**src/rtl/mem_responder_pkg.sv**
```systemverilog
// Shared definitions for the memory responder and its future initiators.
// Contents: responder state encoding, default physical memory window,
// and the request record carried from initiator to responder.
package mem_responder_pkg;

  localparam int unsigned ADDR_W_DEF = 64;
  localparam int unsigned DATA_W_DEF = 64;

  localparam logic [63:0] MEM_BASE_DEF = 64'h0000_0000_8000_0000;
  localparam logic [63:0] MEM_SIZE_DEF = 64'h0000_0000_0800_0000;

  typedef enum logic [1:0] {
    ST_IDLE,
    ST_WAIT,
    ST_RESP
  } state_t;

  typedef struct packed {
    logic [ADDR_W_DEF-1:0]   addr;
    logic                    wen;
    logic [DATA_W_DEF-1:0]   wdata;
    logic [DATA_W_DEF/8-1:0] wmask;
  } mem_req_t;

endpackage

```
**src/rtl/mem_responder_if.sv**
```systemverilog
// Interfaces around the memory responder.
//   mem_responder_if      : request/response valid-ready channels.
//     master = initiator (PC/LSU), slave = responder.
//   mem_responder_vmem_if : access port toward the simulated physical memory.
//     host = responder, model = memory.
//     rd/wr are single-cycle strobes sampled at the commit edge; rdata is
//     combinational from addr and is captured by the responder on that edge.
interface mem_responder_if #(
  parameter int ADDR_W = 64,
  parameter int DATA_W = 64
);
  logic                  req_valid;
  logic                  req_ready;
  logic [ADDR_W-1:0]     req_addr;
  logic                  req_wen;
  logic [DATA_W-1:0]     req_wdata;
  logic [DATA_W/8-1:0]   req_wmask;
  logic                  rsp_valid;
  logic                  rsp_ready;
  logic [DATA_W-1:0]     rsp_rdata;
  logic                  rsp_err;

  modport master (
    output req_valid, req_addr, req_wen, req_wdata, req_wmask, rsp_ready,
    input  req_ready, rsp_valid, rsp_rdata, rsp_err
  );

  modport slave (
    input  req_valid, req_addr, req_wen, req_wdata, req_wmask, rsp_ready,
    output req_ready, rsp_valid, rsp_rdata, rsp_err
  );
endinterface

interface mem_responder_vmem_if #(
  parameter int ADDR_W = 64,
  parameter int DATA_W = 64
);
  logic                rd;
  logic                wr;
  logic [ADDR_W-1:0]   addr;
  logic [DATA_W-1:0]   wdata;
  logic [DATA_W/8-1:0] wmask;
  logic [DATA_W-1:0]   rdata;

  modport host  (output rd, wr, addr, wdata, wmask, input rdata);
  modport model (input rd, wr, addr, wdata, wmask, output rdata);
endinterface

```
**src/rtl/mem_responder_range_check.sv**
```systemverilog
// mem_range_check: combinational test of a byte address against the
// window [MEM_BASE, MEM_BASE+MEM_SIZE).
//   addr     in  ADDR_W  byte address
//   in_range out 1       1 when addr lies inside the window
module mem_range_check
  import mem_responder_pkg::*;
#(
  parameter int                ADDR_W   = 64,
  parameter logic [ADDR_W-1:0] MEM_BASE = ADDR_W'(MEM_BASE_DEF),
  parameter logic [ADDR_W-1:0] MEM_SIZE = ADDR_W'(MEM_SIZE_DEF)
) (
  input  logic [ADDR_W-1:0] addr,
  output logic              in_range
);

  logic [ADDR_W-1:0] offset;

  // Offset wraps for addresses below the base; the first term rejects those.
  assign offset   = addr - MEM_BASE;
  assign in_range = (addr >= MEM_BASE) && (offset < MEM_SIZE);

endmodule

```
**src/rtl/mem_responder.sv**
```systemverilog
// mem_responder: single-outstanding memory responder for fetch/load/store.
// Accepts a request, waits, performs one access on the memory port, then
// holds the response until the initiator takes it.
//   clk   in  clock, rising edge
//   rst_n in  asynchronous active-low reset
//   bus   slave modport of mem_responder_if (request/response channels)
//   vmem  host modport of mem_responder_vmem_if (simulated memory access)
//
// state   | meaning
// IDLE    | req_ready high, waiting for a request handshake
// WAIT    | request latched, counting down to the commit edge
// RESP    | response presented, waiting for rsp_ready
module mem_responder
  import mem_responder_pkg::*;
#(
  parameter int                ADDR_W   = 64,
  parameter int                DATA_W   = 64,
  parameter int                LATENCY  = 1,
  parameter logic [ADDR_W-1:0] MEM_BASE = ADDR_W'(MEM_BASE_DEF),
  parameter logic [ADDR_W-1:0] MEM_SIZE = ADDR_W'(MEM_SIZE_DEF)
) (
  input  logic                  clk,
  input  logic                  rst_n,
  mem_responder_if.slave        bus,
  mem_responder_vmem_if.host    vmem
);

  localparam int MASK_W = DATA_W / 8;
  localparam int CNT_W  = $clog2(LATENCY + 1);
  // Counter covers the accept-to-commit wait plus the commit cycle, so the
  // response appears LATENCY+1 edges after the accepting edge.
  localparam logic [CNT_W-1:0] CNT_LOAD = CNT_W'(LATENCY);

  state_t              state_q, state_d;
  logic [CNT_W-1:0]    cnt_q, cnt_d;
  logic                req_ready_q, req_ready_d;
  logic                rsp_valid_q, rsp_valid_d;
  logic [DATA_W-1:0]   rdata_q, rdata_d;
  logic                err_q, err_d;

  logic [ADDR_W-1:0]   addr_q;
  logic                wen_q;
  logic [DATA_W-1:0]   wdata_q;
  logic [MASK_W-1:0]   wmask_q;

  logic                accept;
  logic                commit;
  logic                in_range;

  mem_range_check #(
    .ADDR_W   (ADDR_W),
    .MEM_BASE (MEM_BASE),
    .MEM_SIZE (MEM_SIZE)
  ) u_range (
    .addr     (addr_q),
    .in_range (in_range)
  );

  always_comb begin
    state_d     = state_q;
    cnt_d       = cnt_q;
    req_ready_d = req_ready_q;
    rsp_valid_d = rsp_valid_q;
    rdata_d     = rdata_q;
    err_d       = err_q;
    accept      = 1'b0;
    commit      = 1'b0;
    case (state_q)
      ST_IDLE: begin
        // Raises req_ready on the first edge after reset release.
        req_ready_d = 1'b1;
        if (bus.req_valid && req_ready_q) begin
          accept      = 1'b1;
          state_d     = ST_WAIT;
          cnt_d       = CNT_LOAD;
          req_ready_d = 1'b0;
        end
      end
      ST_WAIT: begin
        if (cnt_q != '0) begin
          cnt_d = cnt_q - CNT_W'(1);
        end else begin
          commit      = 1'b1;
          state_d     = ST_RESP;
          rsp_valid_d = 1'b1;
          err_d       = !in_range;
          rdata_d     = (in_range && !wen_q) ? vmem.rdata : '0;
        end
      end
      ST_RESP: begin
        if (bus.rsp_ready) begin
          state_d     = ST_IDLE;
          rsp_valid_d = 1'b0;
          req_ready_d = 1'b1;
        end
      end
      default: state_d = ST_IDLE;
    endcase
  end

  always_ff @(posedge clk or negedge rst_n) begin
    if (!rst_n) begin
      state_q     <= ST_IDLE;
      cnt_q       <= '0;
      req_ready_q <= 1'b0;
      rsp_valid_q <= 1'b0;
      rdata_q     <= '0;
      err_q       <= 1'b0;
    end else begin
      state_q     <= state_d;
      cnt_q       <= cnt_d;
      req_ready_q <= req_ready_d;
      rsp_valid_q <= rsp_valid_d;
      rdata_q     <= rdata_d;
      err_q       <= err_d;
    end
  end

  always_ff @(posedge clk or negedge rst_n) begin
    if (!rst_n) begin
      addr_q  <= '0;
      wen_q   <= 1'b0;
      wdata_q <= '0;
      wmask_q <= '0;
    end else if (accept) begin
      addr_q  <= bus.req_addr;
      wen_q   <= bus.req_wen;
      wdata_q <= bus.req_wdata;
      wmask_q <= bus.req_wmask;
    end
  end

  assign vmem.rd    = commit && in_range && !wen_q;
  assign vmem.wr    = commit && in_range && wen_q;
  assign vmem.addr  = addr_q;
  assign vmem.wdata = wdata_q;
  assign vmem.wmask = wmask_q;

  assign bus.req_ready = req_ready_q;
  assign bus.rsp_valid = rsp_valid_q;
  assign bus.rsp_rdata = rdata_q;
  assign bus.rsp_err   = err_q;

endmodule
```
**src/flat_wrapper.sv**
```systemverilog
// flat-port wrapper written by rule: the top's interface ports become plain ports
module mem_responder_flat import mem_responder_pkg::*;
#(
  parameter int                ADDR_W   = 64,
  parameter int                DATA_W   = 64,
  parameter int                LATENCY  = 1,
  parameter logic [ADDR_W-1:0] MEM_BASE = ADDR_W'(MEM_BASE_DEF),
  parameter logic [ADDR_W-1:0] MEM_SIZE = ADDR_W'(MEM_SIZE_DEF)
)
  (clk, rst_n, bus_req_valid, bus_req_addr, bus_req_wen, bus_req_wdata, bus_req_wmask, bus_rsp_ready, bus_req_ready, bus_rsp_valid, bus_rsp_rdata, bus_rsp_err, vmem_rd, vmem_wr, vmem_addr, vmem_wdata, vmem_wmask, vmem_rdata);
  mem_responder_if #(.ADDR_W(ADDR_W), .DATA_W(DATA_W)) bus_i ();
  mem_responder_vmem_if #(.ADDR_W(ADDR_W), .DATA_W(DATA_W)) vmem_i ();
  input  logic clk;
  input  logic rst_n;
  input wire logic [$bits(bus_i.req_valid)-1:0] bus_req_valid;
  input wire logic [$bits(bus_i.req_addr)-1:0] bus_req_addr;
  input wire logic [$bits(bus_i.req_wen)-1:0] bus_req_wen;
  input wire logic [$bits(bus_i.req_wdata)-1:0] bus_req_wdata;
  input wire logic [$bits(bus_i.req_wmask)-1:0] bus_req_wmask;
  input wire logic [$bits(bus_i.rsp_ready)-1:0] bus_rsp_ready;
  output wire logic [$bits(bus_i.req_ready)-1:0] bus_req_ready;
  output wire logic [$bits(bus_i.rsp_valid)-1:0] bus_rsp_valid;
  output wire logic [$bits(bus_i.rsp_rdata)-1:0] bus_rsp_rdata;
  output wire logic [$bits(bus_i.rsp_err)-1:0] bus_rsp_err;
  output wire logic [$bits(vmem_i.rd)-1:0] vmem_rd;
  output wire logic [$bits(vmem_i.wr)-1:0] vmem_wr;
  output wire logic [$bits(vmem_i.addr)-1:0] vmem_addr;
  output wire logic [$bits(vmem_i.wdata)-1:0] vmem_wdata;
  output wire logic [$bits(vmem_i.wmask)-1:0] vmem_wmask;
  input wire logic [$bits(vmem_i.rdata)-1:0] vmem_rdata;
  assign bus_i.req_valid = bus_req_valid;
  assign bus_i.req_addr = bus_req_addr;
  assign bus_i.req_wen = bus_req_wen;
  assign bus_i.req_wdata = bus_req_wdata;
  assign bus_i.req_wmask = bus_req_wmask;
  assign bus_i.rsp_ready = bus_rsp_ready;
  assign bus_req_ready = bus_i.req_ready;
  assign bus_rsp_valid = bus_i.rsp_valid;
  assign bus_rsp_rdata = bus_i.rsp_rdata;
  assign bus_rsp_err = bus_i.rsp_err;
  assign vmem_rd = vmem_i.rd;
  assign vmem_wr = vmem_i.wr;
  assign vmem_addr = vmem_i.addr;
  assign vmem_wdata = vmem_i.wdata;
  assign vmem_wmask = vmem_i.wmask;
  assign vmem_i.rdata = vmem_rdata;
  mem_responder #(.ADDR_W(ADDR_W), .DATA_W(DATA_W), .LATENCY(LATENCY), .MEM_BASE(MEM_BASE), .MEM_SIZE(MEM_SIZE)) u_core (.clk(clk), .rst_n(rst_n), .bus(bus_i), .vmem(vmem_i));
endmodule
```
**config.mk**
```make
export PLATFORM = sky130hd
export DESIGN_NAME = mem_responder_flat
export DESIGN_NICKNAME = d
export VERILOG_FILES = /design/src/rtl/mem_responder_pkg.sv /design/src/rtl/mem_responder_if.sv /design/src/rtl/mem_responder_range_check.sv /design/src/rtl/mem_responder.sv /design/src/flat_wrapper.sv
export SDC_FILE = /design/constraint.sdc
export NUM_CORES = 1
export LEC_CHECK = 0
export BUFFER_PORTS_ARGS = -buffer_cell sky130_fd_sc_hd__buf_2
export CORE_AREA = 3 3 157 159
export CTS_BUF_LIST = sky130_fd_sc_hd__clkbuf_16
export DETAILED_ROUTE_END_ITERATION = 16
export DIE_AREA = 0 0 160 162
export GPL_ROUTABILITY_DRIVEN = 0
export PLACE_DENSITY = 0.75
export SKIP_LAST_GASP = 1
export SYNTH_ARGS = -nofsm -noshare
export SYNTH_HDL_FRONTEND = slang
export SYNTH_SLANG_ARGS = --single-unit
```
**constraint.sdc**
```tcl
create_clock -name clk -period 5.8 [get_ports clk]
set_input_delay 1.45 -clock clk [delete_from_list [all_inputs] [get_ports clk]]
set_output_delay 1.45 -clock clk [all_outputs]
set_load 0.05 [all_outputs]
```
## Word level (Yosys, flattened, before mapping)

Cells that the tools add are included.

| word-level totals | value |
|---|---|
| input port bits | 205 |
| word-level logic and storage cells | 55 |
| bits in registers | 207 |
| output and inout port bits | 205 |

| operators by class | value |
|---|---|
| magnitude comparators | 2 |
| $add $sub $neg | 2 |
| mux-type cells | 18 |
| reductions and logical operators | 17 |
| bitwise operators | 1 |
| equality and inequality tests | 5 |

Operators by type and width:

| operator | number |
|---|---|
| 64-bit by 32-bit greater-or-equal comparator with 1-bit output, second input constant | 1 |
| 64-bit by 28-bit < comparator with 1-bit output, second input constant | 1 |
| 64-bit 2-to-1 mux | 1 |
| 64-bit by 32-bit subtractor with 64-bit output, second input constant | 1 |
| 1-bit 2-to-1 mux | 10 |
| 1-bit logical AND | 6 |
| 2-bit 2-to-1 mux | 3 |
| 1-bit case mux with 2 select lines | 3 |
| 2-bit case mux with 3 select lines | 1 |
| 2-bit AND reduction | 3 |
| 3-bit AND reduction | 2 |
| 2-bit nonzero test | 3 |
| 2-bit != test, second input constant | 2 |
| 2-bit by 1-bit equality test with 1-bit output, second input constant | 1 |
| 2-bit equality test, second input constant | 1 |
| 1-bit logical NOT | 2 |
| 2-bit logical NOT | 1 |
| 2-bit by 1-bit != test with 1-bit output, second input constant | 1 |
| 1-bit NOT | 1 |
| 1-bit subtractor, second input constant | 1 |

## Depth between registers and ports, before layout

| depth | value |
|---|---|
| depth after elaboration | 5 |
| gate-level depth with buffers | 11 |
| depth with buffers taken out | 8 |

## By module

From an unflattened synthesis, not the netlist that was laid out.

| unflattened totals | value |
|---|---|
| cell total of the unflattened synthesis | 678 |
| area, all modules | 8429.3 um^2 |

By module, submodules not included:

| module | area an instance (um^2) | instances | sequential area each (um^2) | cells an instance |
|---|---|---|---|---|
| mem_responder | 7888.8 | 1 | 5180.0 | 596 |
| mem_range_check | 540.5 | 1 | 0.0 | 82 |

## Worst setup path before layout

OpenSTA, ideal clock, no wires.

| path | value |
|---|---|
| path type | reg2out |
| start point | register u_core.addr_q[31] (netlist: u_core.vmem.addr[31]) |
| end point | output vmem_wr |
| arrival time | 3.601 ns |
| required time | 4.350 ns |
| buffers on the path | 2 |
| path slack | 0.749 ns |
| stages on the path, launching flop included | 11 |
| cell sequence | dfrtp_1 -> inv_1 -> ha_1 -> buf_4 -> xnor2_1 -> nand4_1 -> a2111oi_2 -> o2111ai_1 -> a2111o_1 -> clkbuf_1 -> nor3b_1 |

| on the way | value |
|---|---|
| longest elaborated chain between the ends | 5 |
| elaborated cells between the ends (all ways) | 6 |
| those cells by class | 1 x add/sub; 2 x order compare; 3 x reduce/logical |

RTL lines:

| element | RTL line | text |
|---|---|---|
| start: declaration | mem_responder.sv:41 | `logic [ADDR_W-1:0] addr_q;` |
| start signal: assignment | mem_responder.sv:126 | `addr_q <= bus.req_addr;` |
| 64-bit by 32-bit subtractor with 64-bit output | mem_responder_range_check.sv:19 | `assign offset = addr - MEM_BASE;` |
| 64-bit by 28-bit < comparator with 1-bit output | mem_responder_range_check.sv:20 | `assign in_range = (addr >= MEM_BASE) && (offset < MEM_SIZE);` |
| 1-bit logical AND * | mem_responder_range_check.sv:20 |  |
| 1-bit logical AND * (2 in series) | mem_responder.sv:134 | `assign vmem.wr = commit && in_range && wen_q;` |
| end: declaration | flat_wrapper.sv:26 | `output wire logic [$bits(vmem_i.wr)-1:0] vmem_wr;` |

Every way passes the cells marked *; elsewhere a longest branch is shown, timed or not.

## Worst setup path in the final report

Ends and elaborated chain as after synthesis.

==> run_results.csv <==
group,metric,value,unit
clock_tree,insertion_delay,0.51,ns
global_route,grt_pass1_vias,7030,
setup_path,reg2reg_from,"u_core.vmem.addr[31]$_DFFE_PN0P_",
floorplan,coreArea,23400,um2
clock_tree,cts_root_buffer,"clkbuf_16",
floorplan,row_count,56,
detailed_routing,drc,0,
sta,skew,0.0140,ns
placed_design,dp_hpwl,19.9,mm
detailed_routing,first_iter_violations,457,
floorplan,die_height,162,um
setup_path,end_kind,"output port",
global_route,grt.overflow.total,0,
clock_tree,htree_levels,1,
cells_and_area,nets,1268,
sta,setup_violations,0,
detailed_routing,final_antenna_net_count,0,
detailed_routing,vias_per_cell,4.89,
sta,min_period,5.10,ns
floorplan,die_area,25900,um2
synth,yosys.area.top_type,"dfrtp_1",
sta,setup_slack,0.701,ns
clock_tree,cts_inserted_buffers,23,
power_and_ir_drop,p_per_area,639,nW/um2
synth,synthFlopType,"dfrtp_1",
cells_and_area,final_cell_mix,"408 x buf_2, 206 x dfrtp_1, 135 x mux2_2, 73 x inv_1, 72 x nand2_1",
synth,async_reset_ff_frac,1.00,
synth,syn_area,8720,um2
setup_path,startpoint,"u_core.vmem.addr[31]$_DFFE_PN0P_",
run_status,status,"completed",
synth,ys.warnings.count,0,
clock_tree,cts_setup_buffers,0,
floorplan,die_w,160,um
clock_tree,clk_path_buf_depth,3,
sta,slew_headroom,0.361,
detailed_routing,wl,26.5,mm
placed_design,dp_slack,1.26,ns
cells_and_area,syn2layout_area_growth,35.1,%
synth,synth_edf_count,0,
synth,yosysSeqAreaShare,0.594,
clock_tree,cts.repair.resized,0,
setup_path,critPathSlowestCell,"a2111o_2",
global_route,grt_pass1_wl,40.3,mm
global_route,antenna_found_initial,4,
setup_path,critPathTopFamily,"compound AO/OA/AOI/OAI gates",
power_and_ir_drop,vdd_drop_max,425,uV
clock_tree,postCtsHoldBufs,0,
synth,synth_cell_types,41,
clock_tree,clkTransAtPathRegs,0.06,ns
synth,postSynthCellCount,667,
global_route,grtUsageTotal,0.196,
cells_and_area,final_common_cell,"buf_2",
placed_design,portBuffers,409,
clock_tree,cts_tree,"done",
setup_path,startpoint_type,"flip-flop",
clock_tree,cts_sinks,207,
synth,synth.net_count,873,
worst_hold_path,hp-class,"reg2reg",
setup_path,worstSetupPathType,"reg2out",
setup_path,cp_slowest_stage_delay,0.71,ns
synth,syn_avg_cell_area,13.1,um2
sta,hold_viol,0,
setup_path,cp_cell_sequence,"inv_1 -> ha_1 -> nand2b_1 -> a211o_1 -> a2111oi_2 -> o2111ai_1 -> a2111o_2 -> nor3b_1 -> buf_2",
sta,tns,0,ns
detailed_routing,routedWlPerCell,19.0,um
synth,synth_seq_cells,207,
setup_path,path_max_fanout,30,
sta,clock.fmax,196,MHz
sta,rsz0062_at_grt,"false",
cells_and_area,post_route_cells_drive_above_1_share,0.578,
floorplan,ioPinCount,410,
floorplan,start_util,0.373,
synth,synth_top_area_share,0.594,
run,timing.max_cap.violations,0,
setup_path,cp.required,4.35,ns
synth,synth_area_leaders,"dfrtp_1 59%, mux2_2 17%, o41ai_2 5.6%",
sta,maxSlewViolCount,0,
detailed_routing,via_count,6841,
setup_path,worstPathArrival,3.65,ns
sta,worst-slew-pin-transition,0.959,ns
worst_hold_path,hold_start,"u_core.bus.rsp_rdata[44]$_DFFE_PN0P_",
power_and_ir_drop,leakagePower,6.05,nW
detailed_routing,first_pass_iters,4,
sta,period_share,0.879,
global_route,grt_start_max_net_pins,143,
setup_path,critPathBufInv,2,
-- worst reg2reg max path, cell delays in order, from the launching register on --
cell	delay, ns
dfrtp_1	0.43
inv_1	0.09
ha_1	0.34
nand2b_1	0.09
a211o_1	0.31
a2111oi_2	0.42
o2111ai_1	0.17
a2111o_2	0.71
buf_4	0.42
o41ai_1	0.41
-- state kept, by name (all words and copies together) (netlist names) --
signal / count
u_core.bus.rsp_rdata: 64
u_core.vmem.addr: 64
u_core.vmem.wdata: 64
u_core.vmem.wmask: 8
u_core.state_q: 2
u_core.bus.req_ready: 1
u_core.bus.rsp_err: 1
u_core.bus.rsp_valid: 1
u_core.cnt_q: 1
u_core.wen_q: 1
-- Yosys cell counts, types with 4 or more instances --
library cell and count:
dfrtp_1 207, nor4b_1 4, nor2_1 9, clkbuf_1 35
o41ai_1 34, mux2_2 135, o21ai_0 5, inv_1 70
nor3_1 5, xor2_1 4, nor4_1 10, o41ai_2 30
nand2_1 74, nand4_1 5, buf_2 6
-- final timing paths --
check | end | slack [ns] | depth (start not counted)
setup / recovery | vmem_wr | 0.70 | 9
hold / removal | u_core.bus.rsp_rdata[44]$_DFFE_PN0P_ | 0.47 | 2
setup reg to reg | u_core.bus.rsp_rdata[58]$_DFFE_PN0P_ | 2.26 | 9
hold reg to reg | u_core.bus.rsp_rdata[44]$_DFFE_PN0P_ | 0.47 | 2
max in group asynchronous | u_core.vmem.wdata[42]$_DFFE_PN0P_ | 3.71 | 2
min in group asynchronous | u_core.bus.rsp_rdata[29]$_DFFE_PN0P_ | 1.01 | 1
-- cell families (layout without fill, tap and decap cells) --
logic type      Yosys count  after routing  share of synthesized area
xor+xnor                  7              7                    0.00703
fa+ha+maj                 1              1                    0.00143
other cells               0              1                          0
compound gates           83             83                      0.106
flops                   207            207                      0.594
simple gates            119            119                     0.0636
buf+inv                 115            527                     0.0534
mux                     135            135                      0.174
-- through the flow --
stage                     area (um2)  cells  utilization  hold slack (ns)  total power, W
after floorplan                 8720    667            -            0.474         0.00516
after global placement         11100   1356        0.472            0.450         0.00614
after detailed placement       11100   1356        0.472            0.456         0.00620
after CTS                      11800   1398        0.503            0.469         0.00763
after global routing           11800   1398        0.503            0.491         0.00789
final                          11800   1399        0.503            0.470         0.00752
-- per-layer routing --
metal	vias to the layer above	share of wire	global-route usage
met2	298	0.52	0.358
met1	3336	0.36	0.218
met3	37	0.10	0.0755
li1	3164	-	-
met5	-	0.0015	0
met4	6	0.017	0.0375
-- cell type report --
| cell class | count | area [um2] |
|---|---|---|
| sequential | 207 | 5180 |
| fill | 2154 | 11600 |
| timing repair buffer | 415 | 2130 |
| tap | 319 | 399 |
| multi-input combinational | 345 | 3080 |
| antenna | 1 | 2.50 |
| inverter | 70 | 263 |
| clock inverter | 19 | 149 |
| clock buffer | 23 | 576 |
-- where the power goes --
part / leakage, nW / switching, W / internal [W] / total (W)
clock network: 0.366 / 0.000588 / 0.000813 / 0.00140
logic: 3.12 / 0.00279 / 0.00100 / 0.00379
registers: 2.57 / 0.000358 / 0.00197 / 0.00233
total: 6.05 / 0.00374 / 0.00379 / 0.00752
(Power assumes the default switching activity.)
